`config.mk`:
```
export PLATFORM = sky130hd
export DESIGN_NAME = coin_input_conditioner
export DESIGN_NICKNAME = d
export VERILOG_FILES = /design/src/rtl/coin_input_conditioner.sv
export SDC_FILE = /design/constraint.sdc
export NUM_CORES = 1
export LEC_CHECK = 0
export CAP_MARGIN = 40
export CORE_ASPECT_RATIO = 2
export CORE_MARGIN = 5
export CORE_UTILIZATION = 31
export DETAILED_ROUTE_END_ITERATION = 6
export PLACE_DENSITY = 0.58
export SYNTH_ARGS = -nofsm -noshare
export SYNTH_HDL_FRONTEND = slang
export SYNTH_SLANG_ARGS = --single-unit
```
`constraint.sdc`:
```
create_clock -name CLK -period 4.4 [get_ports CLK]
set_input_delay 0.66 -clock CLK [delete_from_list [all_inputs] [get_ports CLK]]
set_output_delay 0.66 -clock CLK [all_outputs]
set_load 0.01 [all_outputs]
```
`src/rtl/coin_input_conditioner.sv`:
```
// coin_input_conditioner: synchronise, debounce and arbitrate four coin
// buttons into one-hot single-cycle coin strobes with saturating counters.
module coin_input_conditioner #(
  parameter int DEBOUNCE_CYCLES = 4,
  parameter int HOLDOFF_CYCLES  = 8,
  parameter int CNT_W           = 8
) (
  input  logic             CLK,
  input  logic             RST,
  input  logic             Enable,
  input  logic             OneDollarIn,
  input  logic             FiftyCentsIn,
  input  logic             TenCentsIn,
  input  logic             FiveCentsIn,
  output logic             CoinValid,
  output logic [3:0]       Coins,
  output logic [7:0]       CoinValue,
  output logic             Reject,
  output logic [CNT_W-1:0] AcceptCount,
  output logic [CNT_W-1:0] RejectCount
);

  localparam int DW =
    (DEBOUNCE_CYCLES > 1) ? $clog2(DEBOUNCE_CYCLES) : 1;
  localparam int HW =
    (HOLDOFF_CYCLES > 0) ? $clog2(HOLDOFF_CYCLES + 1) : 1;
  localparam logic [DW-1:0] DB_LAST = DW'(DEBOUNCE_CYCLES - 1);
  localparam logic [HW-1:0] HO_LOAD = HW'(HOLDOFF_CYCLES);
  localparam logic [HW-1:0] HO_ONE  = HW'(1);

  typedef enum logic [1:0] {
    IDLE,
    WAIT_RELEASE,
    HOLDOFF
  } state_t;

  logic [3:0]    raw;
  logic [3:0]    s1;
  logic [3:0]    s2;
  logic [3:0]    db;
  logic [DW-1:0] cnt [4];
  logic [HW-1:0] hcnt;
  logic          db_any;
  logic          db_one;
  state_t        state;

  assign raw    = {OneDollarIn, FiftyCentsIn, TenCentsIn, FiveCentsIn};
  assign db_any = |db;
  assign db_one = db_any && ((db & (db - 4'd1)) == 4'd0);

  function automatic logic [7:0] cents(input logic [3:0] c);
    logic [7:0] v;
    v = 8'd0;
    unique case (1'b1)
      c[3]:    v = 8'd100;
      c[2]:    v = 8'd50;
      c[1]:    v = 8'd10;
      c[0]:    v = 8'd5;
      default: v = 8'd0;
    endcase
    return v;
  endfunction

  // A level flips only after DEBOUNCE_CYCLES consecutive differing samples.
  always_ff @(posedge CLK) begin
    if (RST) begin
      s1 <= '0;
      s2 <= '0;
      db <= '0;
      for (int i = 0; i < 4; i++) cnt[i] <= '0;
    end else begin
      s1 <= raw;
      s2 <= s1;
      for (int i = 0; i < 4; i++) begin
        if (s2[i] == db[i]) begin
          cnt[i] <= '0;
        end else if (cnt[i] == DB_LAST) begin
          db[i]  <= s2[i];
          cnt[i] <= '0;
        end else begin
          cnt[i] <= cnt[i] + 1'b1;
        end
      end
    end
  end

  always_ff @(posedge CLK) begin
    if (RST) begin
      state       <= IDLE;
      hcnt        <= '0;
      CoinValid   <= 1'b0;
      Coins       <= '0;
      CoinValue   <= '0;
      Reject      <= 1'b0;
      AcceptCount <= '0;
      RejectCount <= '0;
    end else begin
      CoinValid <= 1'b0;
      Coins     <= '0;
      CoinValue <= '0;
      Reject    <= 1'b0;
      unique case (state)
        IDLE: begin
          if (!Enable) begin
            if (db_any) state <= WAIT_RELEASE;
          end else if (db_one) begin
            CoinValid <= 1'b1;
            Coins     <= db;
            CoinValue <= cents(db);
            state     <= WAIT_RELEASE;
            if (AcceptCount != '1)
              AcceptCount <= AcceptCount + 1'b1;
          end else if (db_any) begin
            Reject <= 1'b1;
            state  <= WAIT_RELEASE;
            if (RejectCount != '1)
              RejectCount <= RejectCount + 1'b1;
          end
        end
        WAIT_RELEASE: begin
          if (!db_any && Enable) begin
            if (HOLDOFF_CYCLES == 0) begin
              state <= IDLE;
            end else begin
              hcnt  <= HO_LOAD;
              state <= HOLDOFF;
            end
          end
        end
        HOLDOFF: begin
          // Any activity during holdoff restarts the release wait.
          if (db_any || !Enable) begin
            state <= WAIT_RELEASE;
          end else if (hcnt <= HO_ONE) begin
            state <= IDLE;
          end else begin
            hcnt <= hcnt - 1'b1;
          end
        end
        default: state <= IDLE;
      endcase
    end
  end

endmodule
```
# Word-level counts from Yosys, hierarchy flattened
# Memory sizes are Yosys's and may differ from the RTL's.
# Index checks and enable logic that the tools add are counted.
# totals
ff_bits,48
ram_bits,8
inputBits,7
out_inout_bits,30
elab_cells,152
n_memories,1
# mem_list
memory,depth,width,rd,rd_ports_with_merged_regs,write_ports,line_no,text
cnt,4,2,4,0,4,41,logic [DW-1:0] cnt [4];
# op_classes
addsub,8
magnitude_cmp,1
eq_ne,16
n_mux,72
n_bitwise,20
reduce_logical,20
# op_table
cell,count
2-to-1 mux 1 bit,48
2-to-1 mux 2 bit,18
one-hot mux 7 bit (4 select lines),1
adder 8 x 1 -> 8 bit (second input constant),2
!= test 8 bit (second input constant),2
2-to-1 mux 4 bit,3
OR 1 bit,12
OR reduction 4 bit,3
equality test 2 bit (second input constant),5
AND reduction 2 bit,5
adder 2 x 1 -> 2 bit (second input constant),4
one-hot mux 4 bit (2 select lines),1
AND reduction 4 bit,2
subtractor 4 x 1 -> 4 bit (second input constant),2
NOT 1 bit,7
!= test 2 bit (second input constant),3
one-hot mux 2 bit (3 select lines),1
AND reduction 5 bit,1
AND 4 bit,1
equality test 1 bit,4
less-or-equal comparator 4 x 1 -> 1 bit (second input constant),1
logical NOT 4 bit,1
!= test 3 bit (second input constant),1
OR reduction 3 bit,1
6 further kinds,8

# Depth between registers and ports, before layout
# An unclocked memory read counts as a cell.
# depth
word_depth,8
ltp_mapped,7
depth_no_buf,7

# Least setup slack after synthesis
# No wires, ideal clock.
# synth_path
path_kind,input-to-reg
startpoint,input port Enable
endpoint,register AcceptCount[4]
setup_ps,128
arrival_time_ps,1573
t_required_ps,4272
path_slack_ps,2699
path_stages,5
n_path_buf,0
path_cell_list,nor3b_4 > o211ai_4 > nor4b_2 > xnor2_1 > nor2_1
# synth_via
elab_chain_cells,1
# synth_lines
element,line_no,text
"start, declared",10,"input logic Enable,"
AND reduction 4 bit (no line),--,
"end signal, assigned",112,AcceptCount <= AcceptCount + 1'b1;
"end, declared",19,"output logic [CNT_W-1:0] AcceptCount,"
# No other way between the ends.
# A chain may end at the register's enable or synchronous reset.

# Worst setup path after layout
# layout_path
startpoint,input port Enable
endpoint,register CoinValue[3]
# layout_via
elab_chain_cells,2
# layout_lines
element,line_no,text
NOT 1 bit (no line),--,
OR reduction 4 bit (no line),--,
"end signal, assigned",109,CoinValue <= cents(db);
"end, declared",17,"output logic [7:0] CoinValue,"
# No other way between the ends.

==> metrics.md <==
| Metric | Value |
|---|---|
| Synth area leader | dfxtp_1 |
| Crit share post-route | 52.1% |
| Commonest non-fill, non-tap cell in the layout | dfxtp_1 |
| Die width | 72.1 um |
| Slew HR | 46.8% |
| Clock share of power | 45.9% |
| Minimum clock period | 2.29 ns |
| Main synth FF type | dfxtp_1 |
| Tightest Hold Check Type | register to register |
| Cells after synthesis | 224 |
| Clock slew at reported path FFs | 0.07 ns |
| Num CTS Buffers | 5 |
| Final setup vio count | 0 |
| CP Launch Type | input port |
| Total power | 1.04 mW |
| Sequential share of the synthesized area | 49.4% |
| Final nets | 278 |
| Finished Cell Area | 3000 um2 |
| Fin Setup TNS | 0 ns |
| Async S/R FF share, synth | 0% |
| # rows | 45 |
| Critical Path Sink Type | register |
| Port bufs | 35 |
| Post-synthesis compound-gate area fraction | 7.53% |
| Synth top area cells | dfxtp_1 39%, edfxtp_1 10%, xnor2_1 7.3% |
| Slew Viols, Final | 0 |
| First-pass GRT wire length | 7480 um |
| Average size of a mapped cell | 10.7 um2 |
| Vias | 1625 |
| Run status | completed |
| Main combinational cell family by area after synthesis | simple AND/OR/NAND/NOR gates |
| Worst-margin pin slew | 0.793 ns |
| Vias in the first global route | 1654 |
| Synth unique cells | 43 |
| Register share of total power | 50.5% |
| Crit path DAT | 2.53 ns |
| Remaining global-route overflow | 0 |
| DRT iter0 DRCs | 44 |
| Internal power | 0.838 mW |
| Peak VDD IR | 0.255 mV |
| Final HPWL DP | 3280 um |
| Post-synthesis mux area share | 1.67% |
| Initial DRT Pass Iterations | 4 |
| Leakage dissipation | 1.07 nW |
| Top cell type's share of synthesized area | 39.3% |
| P&R area growth vs syn | 25.4% |
| WL final | 4370 um |
| Vias/cell | 4.54 |
| Worst Path Required | 4.63 ns |
| Final WS setup | 2.11 ns |
| Post-CTS setup buffer count | 0 |
| Clock Path Buffers | 2 |
| Routed Antenna Nets | 0 |
| Avg WL per Cell | 12.2 um |
| Die Y | 134 um |
| PwrDens | 346 nW/um2 |
| Root Driver | clkbuf_16 |
| Initial Util | 31.7% |
| Drt drc | 0 |
| GP Congestion | 0.772 |
| Yosys reg bits | 55 |
| Hold-fix buffers, CTS | 0 |
| Simple-Gate Fraction of Synth Area | 24.9% |
| Total GRT Usage | 9.97% |
| Fraction of synthesized cell area in xor and xnor cells | 7.32% |
| Clk_skew | 0.00381 ns |
| Number of synthesized flops with an enable pin | 8 |
| Unrepaired setup endpoints after global routing | no |
| Pre-CTS setup slack | 1.76 ns |
| Largest net degree at the start of global routing | 42 |
| Number of synthesis warnings | 0 |
| I/O Pins | 37 |
| Commonest non-fill, non-tap cells in the layout | 47 x dfxtp_1, 35 x clkdlybuf4s50_1, 32 x nor2_1 |
| Synth Area in Adders | 4.18% |
| Sink Count | 55 |
| Share of layout cells above drive strength 1 | 12.1% |
| Skew-Pair Late Insertion Delay | 0.29 ns |
| Resized cells post-CTS | 0 |
| Fin. Hold Viols | 0 |
| DP Area | 2810 um2 |
| WS Path Type | input port to register |
| Synthesized area | 2390 um2 |
| Comb pwr share | 3.6% |
| Core area | 7540 um2 |
| Crit Path Max Fanout | 11 |
| Initial antenna violation count | 0 |
| Max Freq | 436 MHz |
| Switch share | 19.2% |
| # diodes | 0 |
| H-tree depth | 2 |
| P_sw | 0.199 mW |
| Max Cap Violations | 0 |
| Die area | 9680 um2 |
| CTS tree | built |
cell type report:
type / instances / area, um2
clock buffers: 6 / 150
clock inverters: 2 / 37.5
fillers: 773 / 4550
inverters: 8 / 30.0
multi-input cells: 157 / 1120
flip-flops and latches: 55 / 1180
well taps: 94 / 118
repair buffers: 36 / 358
state kept, by name, summed over array words and instances, names as in the netlist:
name / flops
db: 4
s2: 4
hcnt: 4
AcceptCount: 8
CoinValue: 7
state: 2
CoinValid: 1
s1: 4
Coins: 4
cnt: 8
RejectCount: 8
Reject: 1
cells in the mapped netlist (6+ instances only):
cell type,count
and2_1,8
dfxtp_1,47
nor4_2,6
nor2_1,32
ha_1,8
nand3_1,7
inv_1,8
nand2_1,8
nor2b_1,8
edfxtp_1,8
xnor2_1,20
metrics by stage:
stage / hold WS [ns] / utilization, % / cells
after floorplan: 0.414 / - / 231
after global placement: 0.421 / 37.3 / 350
after detailed placement: 0.421 / 37.3 / 350
after CTS: 0.438 / 39.8 / 358
after global routing: 0.457 / 39.8 / 358
final: 0.435 / 39.8 / 358
per-layer routing:
layer | part of all wire (%) | vias up | global-route usage (%)
met4 | 4.1 | 0 | 6.69
met3 | 3.0 | 10 | 2.10
met2 | 55 | 31 | 17.8
met1 | 38 | 757 | 10.0
met5 | 0 | - | 0
li1 | - | 827 | -
path summary, 6_finish.rpt:
path	from	to	slack [ns]	cells past startpoint
worst max-delay path	Enable	CoinValue[3]$_SDFF_PP0_	2.11	5
worst min-delay path	s1[0]$_SDFF_PP0_	s2[0]$_SDFF_PP0_	0.44	1
worst max register to register	db[2]$_SDFFE_PP0N_	CoinValue[3]$_SDFF_PP0_	2.52	4
worst min register to register	s1[0]$_SDFF_PP0_	s2[0]$_SDFF_PP0_	0.44	1
power groups by stage:
stage	clock (mW)	sequential [mW]	combinational (mW)
floorplan	0	0.533	0.0285
finish	0.476	0.523	0.0374
global route	0.511	0.524	0.0427
detailed placement	0	0.535	0.0382
CTS	0.494	0.523	0.0382
global placement	0	0.535	0.0373
cell families after synthesis:
family | count (synthesis)
AND/OR/NAND/NOR | 96
flip-flops | 55
AO/OA/AOI/OAI | 20
XOR/XNOR | 20
buffers and inverters | 19
adder cells (fa/ha/maj) | 8
multiplexers | 4
other | 2
critical path, cell delays in order:
cell	delay (ns)
clkdlybuf4s50_1	0.56
nor3b_4	0.36
nand2_2	0.11
nor3_1	0.62
and2_1	0.22
Power figures use the tool's default switching activity.
